===== config.mk =====
export PLATFORM = sky130hd
export DESIGN_NAME = fabric_frame_loader
export DESIGN_NICKNAME = d
export VERILOG_FILES = /design/src/rtl/fabric_config_pkg.sv /design/src/rtl/frame_strobe_decoder.sv /design/src/rtl/fabric_frame_loader.sv
export SDC_FILE = /design/constraint.sdc
export NUM_CORES = 2
export LEC_CHECK = 0
export BUFFER_PORTS_ARGS = -buffer_cell sky130_fd_sc_hd__buf_4
export CORE_ASPECT_RATIO = 0.8
export CORE_MARGIN = 2
export CORE_UTILIZATION = 45
export DETAILED_ROUTE_END_ITERATION = 12
export PLACE_DENSITY = 0.71
export SLEW_MARGIN = 30
export SYNTH_ARGS = -nofsm -noshare
export SYNTH_HDL_FRONTEND = slang
export SYNTH_SLANG_ARGS = --single-unit

===== constraint.sdc =====
create_clock -name CLK -period 56.5 [get_ports CLK]
set_clock_uncertainty 0.05 [all_clocks]
set_input_delay 8.475 -clock CLK [delete_from_list [all_inputs] [get_ports CLK]]
set_output_delay 8.475 -clock CLK [all_outputs]
set_load 0.005 [all_outputs]

===== src/rtl/fabric_config_pkg.sv =====
// Shared definitions for the fabric configuration front end: header layout,
// loader state encoding and frame word width.
package fabric_config_pkg;

    localparam int unsigned FRAME_WORD_W = 32;

    // Header word layout: magic[31:28], column[27:20], frame[19:15], reserved[14:0]
    localparam logic [3:0]  HDR_MAGIC     = 4'hA;
    localparam int unsigned HDR_MAGIC_LSB = 28;
    localparam int unsigned HDR_COL_LSB   = 20;
    localparam int unsigned HDR_FRAME_LSB = 15;
    localparam int unsigned HDR_MAGIC_W   = 4;
    localparam int unsigned HDR_COL_W     = 8;
    localparam int unsigned HDR_FRAME_W   = 5;
    localparam int unsigned HDR_RSVD_W    = 15;

    typedef struct packed {
        logic [HDR_MAGIC_W-1:0] magic;
        logic [HDR_COL_W-1:0]   col;
        logic [HDR_FRAME_W-1:0] frame;
        logic [HDR_RSVD_W-1:0]  rsvd;
    } hdr_t;

    typedef enum logic [1:0] {
        IDLE    = 2'd0,
        HDR_OK  = 2'd1,
        HDR_BAD = 2'd2,
        STROBE  = 2'd3
    } state_e;

    // Builds a header word for the given column and frame index.
    function automatic logic [FRAME_WORD_W-1:0] make_header(
        input logic [HDR_COL_W-1:0]   col,
        input logic [HDR_FRAME_W-1:0] frame
    );
        hdr_t h;
        h.magic = HDR_MAGIC;
        h.col   = col;
        h.frame = frame;
        h.rsvd  = '0;
        return FRAME_WORD_W'(h);
    endfunction

endpackage


===== src/rtl/frame_strobe_decoder.sv =====
// Combinational (column, frame, enable) to one-hot strobe decoder.
// Ports:
//   col_i    - column address
//   frame_i  - frame index within the column
//   en_i     - strobe enable; output is all-zero when low
//   strobe_o - one-hot strobe, bit index = col*MAX_FRAMES_PER_COL + frame
// Out-of-range addresses produce no strobe.
module frame_strobe_decoder
    import fabric_config_pkg::*;
#(
    parameter int unsigned NUM_COLS           = 10,
    parameter int unsigned MAX_FRAMES_PER_COL = 20
) (
    input  logic [HDR_COL_W-1:0]                    col_i,
    input  logic [HDR_FRAME_W-1:0]                  frame_i,
    input  logic                                    en_i,
    output logic [NUM_COLS*MAX_FRAMES_PER_COL-1:0]  strobe_o
);

    always_comb begin
        strobe_o = '0;
        for (int c = 0; c < int'(NUM_COLS); c++) begin
            for (int f = 0; f < int'(MAX_FRAMES_PER_COL); f++) begin
                if (en_i && (col_i == HDR_COL_W'(c)) && (frame_i == HDR_FRAME_W'(f))) begin
                    strobe_o[c*int'(MAX_FRAMES_PER_COL) + f] = 1'b1;
                end
            end
        end
    end

endmodule


===== src/rtl/fabric_frame_loader.sv =====
// Configuration front end: accepts bitstream words over valid/ready, assembles
// a frame in a shadow buffer, then publishes it on FrameData and pulses one
// FrameStrobe line for the addressed column/frame.
// Ports:
//   CLK, RST     - configuration clock, async active-high reset
//   s_data       - bitstream word
//   s_valid      - s_data valid
//   s_ready      - word accepted this cycle when s_valid is also high
//   FrameData    - published frame, row r at [32r+31:32r]
//   FrameStrobe  - one-hot strobe, col*MAX_FRAMES_PER_COL + frame
//   frame_count  - frames strobed since reset, saturating
//   addr_error   - sticky out-of-range header flag
//   busy         - loader not idle
module fabric_frame_loader
    import fabric_config_pkg::*;
#(
    parameter int unsigned NUM_ROWS           = 16,
    parameter int unsigned NUM_COLS           = 10,
    parameter int unsigned MAX_FRAMES_PER_COL = 20
) (
    input  logic                                    CLK,
    input  logic                                    RST,
    input  logic [FRAME_WORD_W-1:0]                 s_data,
    input  logic                                    s_valid,
    output logic                                    s_ready,
    output logic [NUM_ROWS*FRAME_WORD_W-1:0]        FrameData,
    output logic [NUM_COLS*MAX_FRAMES_PER_COL-1:0]  FrameStrobe,
    output logic [15:0]                             frame_count,
    output logic                                    addr_error,
    output logic                                    busy
);

    localparam int unsigned ROW_W = (NUM_ROWS > 1) ? $clog2(NUM_ROWS) : 1;
    localparam int unsigned FD_W  = NUM_ROWS * FRAME_WORD_W;
    localparam int unsigned STB_W = NUM_COLS * MAX_FRAMES_PER_COL;

    state_e                 state_q, state_d;
    logic [ROW_W-1:0]       row_q, row_d;
    logic [HDR_COL_W-1:0]   col_q, col_d;
    logic [HDR_FRAME_W-1:0] frm_q, frm_d;
    logic [FD_W-1:0]        shadow_q, shadow_d;
    logic [FD_W-1:0]        data_q, data_d;
    logic [15:0]            cnt_q, cnt_d;
    logic                   err_q, err_d;
    logic                   ready_q;
    logic                   busy_q;
    logic [STB_W-1:0]       strobe_q;
    logic [STB_W-1:0]       strobe_c;

    hdr_t                   hdr_c;
    logic                   xfer_c;
    logic                   addr_ok_c;
    logic                   last_row_c;
    logic [ROW_W-1:0]       row_idx_c;
    logic                   unused_rsvd_c;

    assign hdr_c         = hdr_t'(s_data);
    assign unused_rsvd_c = ^hdr_c.rsvd;
    assign xfer_c        = s_valid && ready_q;
    assign addr_ok_c     = (32'(hdr_c.col) < NUM_COLS) && (32'(hdr_c.frame) < MAX_FRAMES_PER_COL);
    assign last_row_c    = (row_q == ROW_W'(NUM_ROWS - 1));
    // First data word lands in the top row.
    assign row_idx_c     = ROW_W'(NUM_ROWS - 1) - row_q;

    // Next-state and datapath updates.
    always_comb begin
        state_d  = state_q;
        row_d    = row_q;
        col_d    = col_q;
        frm_d    = frm_q;
        shadow_d = shadow_q;
        data_d   = data_q;
        cnt_d    = cnt_q;
        err_d    = err_q;

        unique case (state_q)
            IDLE: begin
                // Non-header words are consumed and dropped.
                if (xfer_c && (hdr_c.magic == HDR_MAGIC)) begin
                    col_d = hdr_c.col;
                    frm_d = hdr_c.frame;
                    row_d = '0;
                    if (addr_ok_c) begin
                        state_d = HDR_OK;
                    end else begin
                        state_d = HDR_BAD;
                        err_d   = 1'b1;
                    end
                end
            end
            HDR_OK, HDR_BAD: begin
                if (xfer_c) begin
                    shadow_d[int'(row_idx_c)*FRAME_WORD_W +: FRAME_WORD_W] = s_data;
                    row_d = row_q + ROW_W'(1);
                    if (last_row_c) begin
                        row_d = '0;
                        if (state_q == HDR_OK) begin
                            state_d = STROBE;
                            // Publish including the word accepted this cycle.
                            data_d  = shadow_d;
                            if (cnt_q != 16'hFFFF) begin
                                cnt_d = cnt_q + 16'd1;
                            end
                        end else begin
                            state_d = IDLE;
                        end
                    end
                end
            end
            STROBE: begin
                state_d = IDLE;
                row_d   = '0;
            end
            default: begin
                state_d = IDLE;
            end
        endcase
    end

    // Strobe line is decoded from the latched address on entry to STROBE.
    frame_strobe_decoder #(
        .NUM_COLS           (NUM_COLS),
        .MAX_FRAMES_PER_COL (MAX_FRAMES_PER_COL)
    ) u_decoder (
        .col_i    (col_q),
        .frame_i  (frm_q),
        .en_i     (state_d == STROBE),
        .strobe_o (strobe_c)
    );

    // State and output registers.
    always_ff @(posedge CLK or posedge RST) begin
        if (RST) begin
            state_q  <= IDLE;
            row_q    <= '0;
            col_q    <= '0;
            frm_q    <= '0;
            shadow_q <= '0;
            data_q   <= '0;
            cnt_q    <= '0;
            err_q    <= 1'b0;
            ready_q  <= 1'b0;
            busy_q   <= 1'b0;
            strobe_q <= '0;
        end else begin
            state_q  <= state_d;
            row_q    <= row_d;
            col_q    <= col_d;
            frm_q    <= frm_d;
            shadow_q <= shadow_d;
            data_q   <= data_d;
            cnt_q    <= cnt_d;
            err_q    <= err_d;
            ready_q  <= (state_d != STROBE);
            busy_q   <= (state_d != IDLE);
            strobe_q <= strobe_c;
        end
    end

    assign s_ready     = ready_q;
    assign FrameData   = data_q;
    assign FrameStrobe = strobe_q;
    assign frame_count = cnt_q;
    assign addr_error  = err_q;
    assign busy        = busy_q;

endmodule


== Word level (Yosys, flattened, before mapping) ==
Cells that the tools add are included.
Word-level totals
  register bits: 1262
  output and inout port bits: 731
  logic and storage cells: 493
Cells by class
  add/sub/neg operators: 4
  order comparisons: 2
  equality and inequality tests: 38
  shifts and indexed selects: 2
  mux-type cells: 211
  bitwise logic cells: 1
  reductions and logical operators: 224
Operator list (count)
  $bwmux 512: 1
  $shift 32x34->512 const A: 1
  $shiftx 32x34->512: 1
  $logic_and 1x1->1: 213
  $mux 1: 200
  $eq 5x4->1 const B: 8
  $neg 9->34: 1
  $eq 8x3->1 const B: 4
  $eq 5x3->1 const B: 4
  $eq 5x5->1 const B: 4
  $add 16x1->16 const B: 1
  $eq 8x2->1 const B: 2
  $eq 8x4->1 const B: 2
  $ne 16x16->1 const B: 1
  $mux 4: 3
  $pmux 4 s3: 1
  $eq 5x2->1 const B: 2
  $mux 2: 5
  $eq 4x4->1 const B: 2
  $eq 8x1->1 const B: 1
  $logic_not 8->1: 1
  $lt 8x4->1 const B: 1
  $eq 2x2->1 const B: 3
  $ne 2x2->1 const B: 3
  15 further kinds: 17

== Logic depth before layout (Yosys ltp) ==
  depth in word-level cells: 9
  depth in mapped cells: 11
  gate-level depth less buffers: 7

== Modules after synthesis ==
Synthesis repeated with hierarchy kept, for this count alone.
Unflattened totals
  cell total of the unflattened synthesis: 4380
  area total of the unflattened synthesis: 49027.0 um2
Modules (own cells, without submodules)
  fabric_frame_loader: instances 1, cells an instance 4034, area each 46862.4 um2, sequential area each 31580.3 um2
  frame_strobe_decoder: instances 1, cells an instance 346, area each 2164.6 um2, sequential area each 0.0 um2

== Least setup slack after synthesis ==
Ideal clock, no wire load.
  path type: input -> register
  start: in s_data[24]
  end: reg strobe_q[12] (netlist: FrameStrobe[12])
  arrival: 9.829 ns
  slack: 46.524 ns
  cell stages on the path: 7
  path buffers: 3
  cells stage by stage: buf_2 > nor4_1 > nand3_1 > o221a_2 > buf_4 > buf_4 > nor4_2
On the way
  cells in the longest elaborated chain, start to end: 9
RTL lines
  start: declaration: line fabric_frame_loader.sv:23  | input logic [FRAME_WORD_W-1:0] s_data,
  $lt 8x4->1: line fabric_frame_loader.sv:60  | assign addr_ok_c = (32'(hdr_c.col) < NUM_COLS) && (32'(hdr_c.frame) < MAX_FRAMES_PER_COL);
  $logic_and 1x1->1: line fabric_frame_loader.sv:60
  $mux 2: line fabric_frame_loader.sv:83  | if (addr_ok_c) begin
  $mux 2: line fabric_frame_loader.sv:79  | if (xfer_c && (hdr_c.magic == HDR_MAGIC)) begin
  $pmux 2 s3: line fabric_frame_loader.sv:76  | unique case (state_q)
  $eq 2x2->1: line fabric_frame_loader.sv:127  | .en_i (state_d == STROBE),
  $logic_and 1x1->1 (2 in a row): line frame_strobe_decoder.sv:24  | if (en_i && (col_i == HDR_COL_W'(c)) && (frame_i == HDR_FRAME_W'(f))) begin
  $mux 1: line frame_strobe_decoder.sv:24
  via strobe_c[12]: line fabric_frame_loader.sv:48  | logic [STB_W-1:0] strobe_c;
  end signal: assignment: line fabric_frame_loader.sv:156  | strobe_q <= strobe_c;
  end: declaration: line fabric_frame_loader.sv:47  | logic [STB_W-1:0] strobe_q;
The timed path passes the listed nets, and every way through them passes these cells.
A chain may end at the register's enable or synchronous reset.

== Worst setup path in the final report ==
  start: in s_valid
  end: reg data_q[79] (netlist: FrameData[79])
On the way
  cells in the longest elaborated chain, start to end: 2
RTL lines
  start: declaration: line fabric_frame_loader.sv:24  | input logic s_valid,
  $logic_and 1x1->1: line fabric_frame_loader.sv:59  | assign xfer_c = s_valid && ready_q;
  $reduce_and 4->1 (no line)
  end signal: assignment: line fabric_frame_loader.sv:151  | data_q <= data_d;
  end: declaration: line fabric_frame_loader.sv:42  | logic [FD_W-1:0] data_q, data_d;
Every way passes these cells.

==> impl_metrics.tcl <==
set metrics [dict create \
    die_x_um 377 \
    status "finished, final reports clean" \
    synth_cell_types 51 \
    post-route-drc-count 0 \
    ant_nets 0 \
    min_path_type "reg -> reg" \
    internal_power_mw 1.46 \
    syn-cell-area_mm2 0.0501 \
    async_reset_ff_frac 1.00 \
    vias_per_cell 5.40 \
    worstMarginPinSlew_ns 1.08 \
    syn_avg_cell_area_um2 10.5 \
    dr_total_vias 37400 \
    wl_per_cell_um 24.1 \
    slew_viol_final 0 \
    hold_violations 0 \
    start_util 0.453 \
    grt_antenna_before_repair 18 \
    pin_count 766 \
    finalSetupViolCount 0 \
    synth_cells 4757 \
    gp_congestion 0.890 \
    cts_tree "built" \
    clkTransAtPathRegs_ns 0.06 \
    yosys-top-cells-area "dfrtp_1 63%, nand2_1 13%, nor4_2 4.4%, o21ai_0 4.2%, mux2_2 3.8%" \
    finalNetCount 5414 \
    dr.pass1.iters 8 \
    worstSetupPathType "in -> reg" \
    cts_setup_buffers 0 \
    die_area_mm2 0.114 \
    layout-drive-gt1-share 0.260 \
    p_sw_mw 0.588 \
    critPathBufInv 5 \
    design.core.area_mm2 0.110 \
    yosysTopAreaCell "dfrtp_1" \
    power_density_mw_per_mm2 33.5 \
    layout_common_cells "1,751 x nand2_1, 1,262 x dfrtp_1, 807 x buf_4, 425 x o21ai_0, 178 x nor4_2" \
    grt_pass1_wl_mm 243 \
    grt_pass1_vias 35800 \
    crit_top_cell "buf_4" \
    insertion_delay_ns 0.76 \
    seqPwrFrac 0.458 \
    min_period_ns 11.19 \
    rsz0062_at_grt "no" \
    synth-main-ff-cell "dfrtp_1" \
    grt_usage 0.289 \
    leakage_nw 31.0 \
    ys_seq_area_frac 0.630 \
    die-height_um 302 \
    drt_wl_total_mm 166 \
    seqCellArea_mm2 0.0316 \
    area.growth.synth_to_final_pct 22.0 \
    cts_buffers 130 \
    crit_chain "buf_4, and3_1, nand3_4, buf_4, buf_4, buf_4, buf_12, nand2_1, nand2_1" \
    multi_input_area_mm2 0.0169 \
    numClockSinks 1262 \
    finalCritPeriodShare 0.198 \
    clkPwrFrac 0.418 \
    crit_path_start_kind "input pin" \
    io_buffers 765 \
    post_cts_resized 0 \
    slowest_delay_ns 0.64 \
    dpl.hpwl_mm 111 \
    relSlewSlack 0.277 \
    root_buffer "clkbuf_16" \
    rows 109 \
    vdd_drop_max_mv 0.0250 \
    fin_setup_tns_ns 0 \
    final_common_cell "nand2_1" \
    endpoint_kind "flop" \
    ys_ff_latch 1262 \
    grt_max_degree 189 \
    comb_power_share 0.124 \
    fill_cells 9503 \
    max-cap-violations 0 \
    cts_max_path_buffers 3 \
    utilization 0.553 \
    cts_hold_buffers 0 \
    overflow 0 \
    switching_share 0.287 \
    crit_path_max_fanout 65 \
    crit_family "buffers and inverters" \
    synth-edff-count 0 \
    critPathArrivalTime_ns 11.81 \
    synth_fp_nets 4799 \
    drt-initial-drc-count 3440 \
    yosysWarningCount 0 \
    cp_slowest_cell "buf_4" \
    synth_top_area_frac 0.630 \
    htree_levels 4 \
    fmax_mhz 89.4 \
    worstPathRequired_ns 57.13 \
]
path summary, 6_finish.rpt:
path | startpoint | endpoint | slack, ns | cells after the start
worst max-delay path | s_valid | FrameData[79] | 45.31 | 9
worst min-delay path | shadow_q[328] | FrameData[328] | 0.40 | 2
worst max register to register | state_q[0] | FrameData[79] | 52.20 | 10
worst min register to register | shadow_q[328] | FrameData[328] | 0.40 | 2
max in group asynchronous | RST | FrameData[449] | 45.77 | 5
min in group asynchronous | RST | frame_count[8] | 7.81 | 2
registers in the layout, indices dropped and copies added (netlist names):
register	count
FrameData	512
shadow_q	512
FrameStrobe	200
frame_count	16
col_q	8
frm_q	5
row_q	4
state_q	2
addr_error	1
busy	1
s_ready	1
power groups by stage:
stage	Clock (mW)	Combinational, mW	Sequential (mW)
after CTS	0.871	0.252	0.937
final	0.857	0.254	0.938
after global placement	0	0.248	0.953
after detailed placement	0	0.251	0.954
after floorplan	0	0.170	0.951
after global routing	0.909	0.274	0.940
per-layer routing:
| metal | global-route usage | wire length, µm | up-vias |
|---|---|---|---|
| li1 | - | - | 16900 |
| met1 | 0.398 | 70000 | 18800 |
| met5 | 0 | 0 | - |
| met3 | 0.0723 | 13400 | 286 |
| met2 | 0.440 | 76300 | 1394 |
| met4 | 0.121 | 6770 | 0 |
synth_stat cells (2+ instances only):
cell / number
xnor2_1: 13
buf_4: 38
dfrtp_1: 1262
ha_1: 7
and4_1: 5
and3_1: 11
and2_1: 60
nand3b_1: 3
nor2_1: 129
o21ai_1: 3
mux2i_1: 57
nand4_1: 14
nor3b_1: 2
o21ai_0: 425
a31oi_1: 50
o31ai_1: 9
nor2_2: 3
buf_1: 8
mux2_2: 169
nor2b_1: 3
nand2b_1: 41
nand2_1: 1754
buf_6: 15
inv_1: 8
a21oi_1: 58
nor4_2: 178
nor4_1: 23
nand3_1: 42
buf_2: 104
nor3_1: 17
mux2_1: 38
xor2_1: 2
or3_1: 2
clkbuf_1: 187
cells by family (layout without fill, tap and decap cells):
logic type      after synthesis  count (layout)  synth area share
compound gates              551             551            0.0574
simple gates               2296            2296             0.215
fa+ha+maj                     7               7           0.00175
buf+inv                     361            1075            0.0348
mux                         264             264            0.0579
xor+xnor                     16              16           0.00295
other cells                   0               7                 0
flops                      1262            1262             0.630
worst register-to-register path, cell delays in order, from the launching register on:
cell	delay (ns)
dfrtp_1	0.39
inv_1	0.08
ha_1	0.42
and3_1	0.50
nand3_4	0.42
buf_4	0.60
buf_4	0.59
buf_4	0.69
buf_12	0.32
nand2_1	0.12
nand2_1	0.07
through the flow:
| stage | cells | hold WS [ns] | cell area, µm² | worst slack [ns] | power (mW) |
|---|---|---|---|---|---|
| 6_report | 6921 | 0.397 | 61100 | 45.31 | 2.05 |
| 5_1_grt | 6915 | 0.429 | 61100 | 45.11 | 2.12 |
| 4_1_cts | 6908 | 0.396 | 60900 | 44.89 | 2.06 |
| 3_5_place_dp | 6677 | 0.399 | 56700 | 44.05 | 1.21 |
| 3_3_place_gp | 6673 | 0.392 | 56600 | 44.04 | 1.20 |
| 2_1_floorplan | 4757 | 0.382 | 50100 | 12.41 | 1.12 |
cell type report:
class                   instances  area share
flip-flops and latches       1262       0.517
inverters                       8    0.000614
clock inverters                34     0.00549
well taps                    1443      0.0295
repair buffers                836       0.107
multi-input cells            3134       0.277
clock buffers                 197      0.0639
diodes                          7    0.000287
Note: power is estimated with default switching activity, not from simulation.
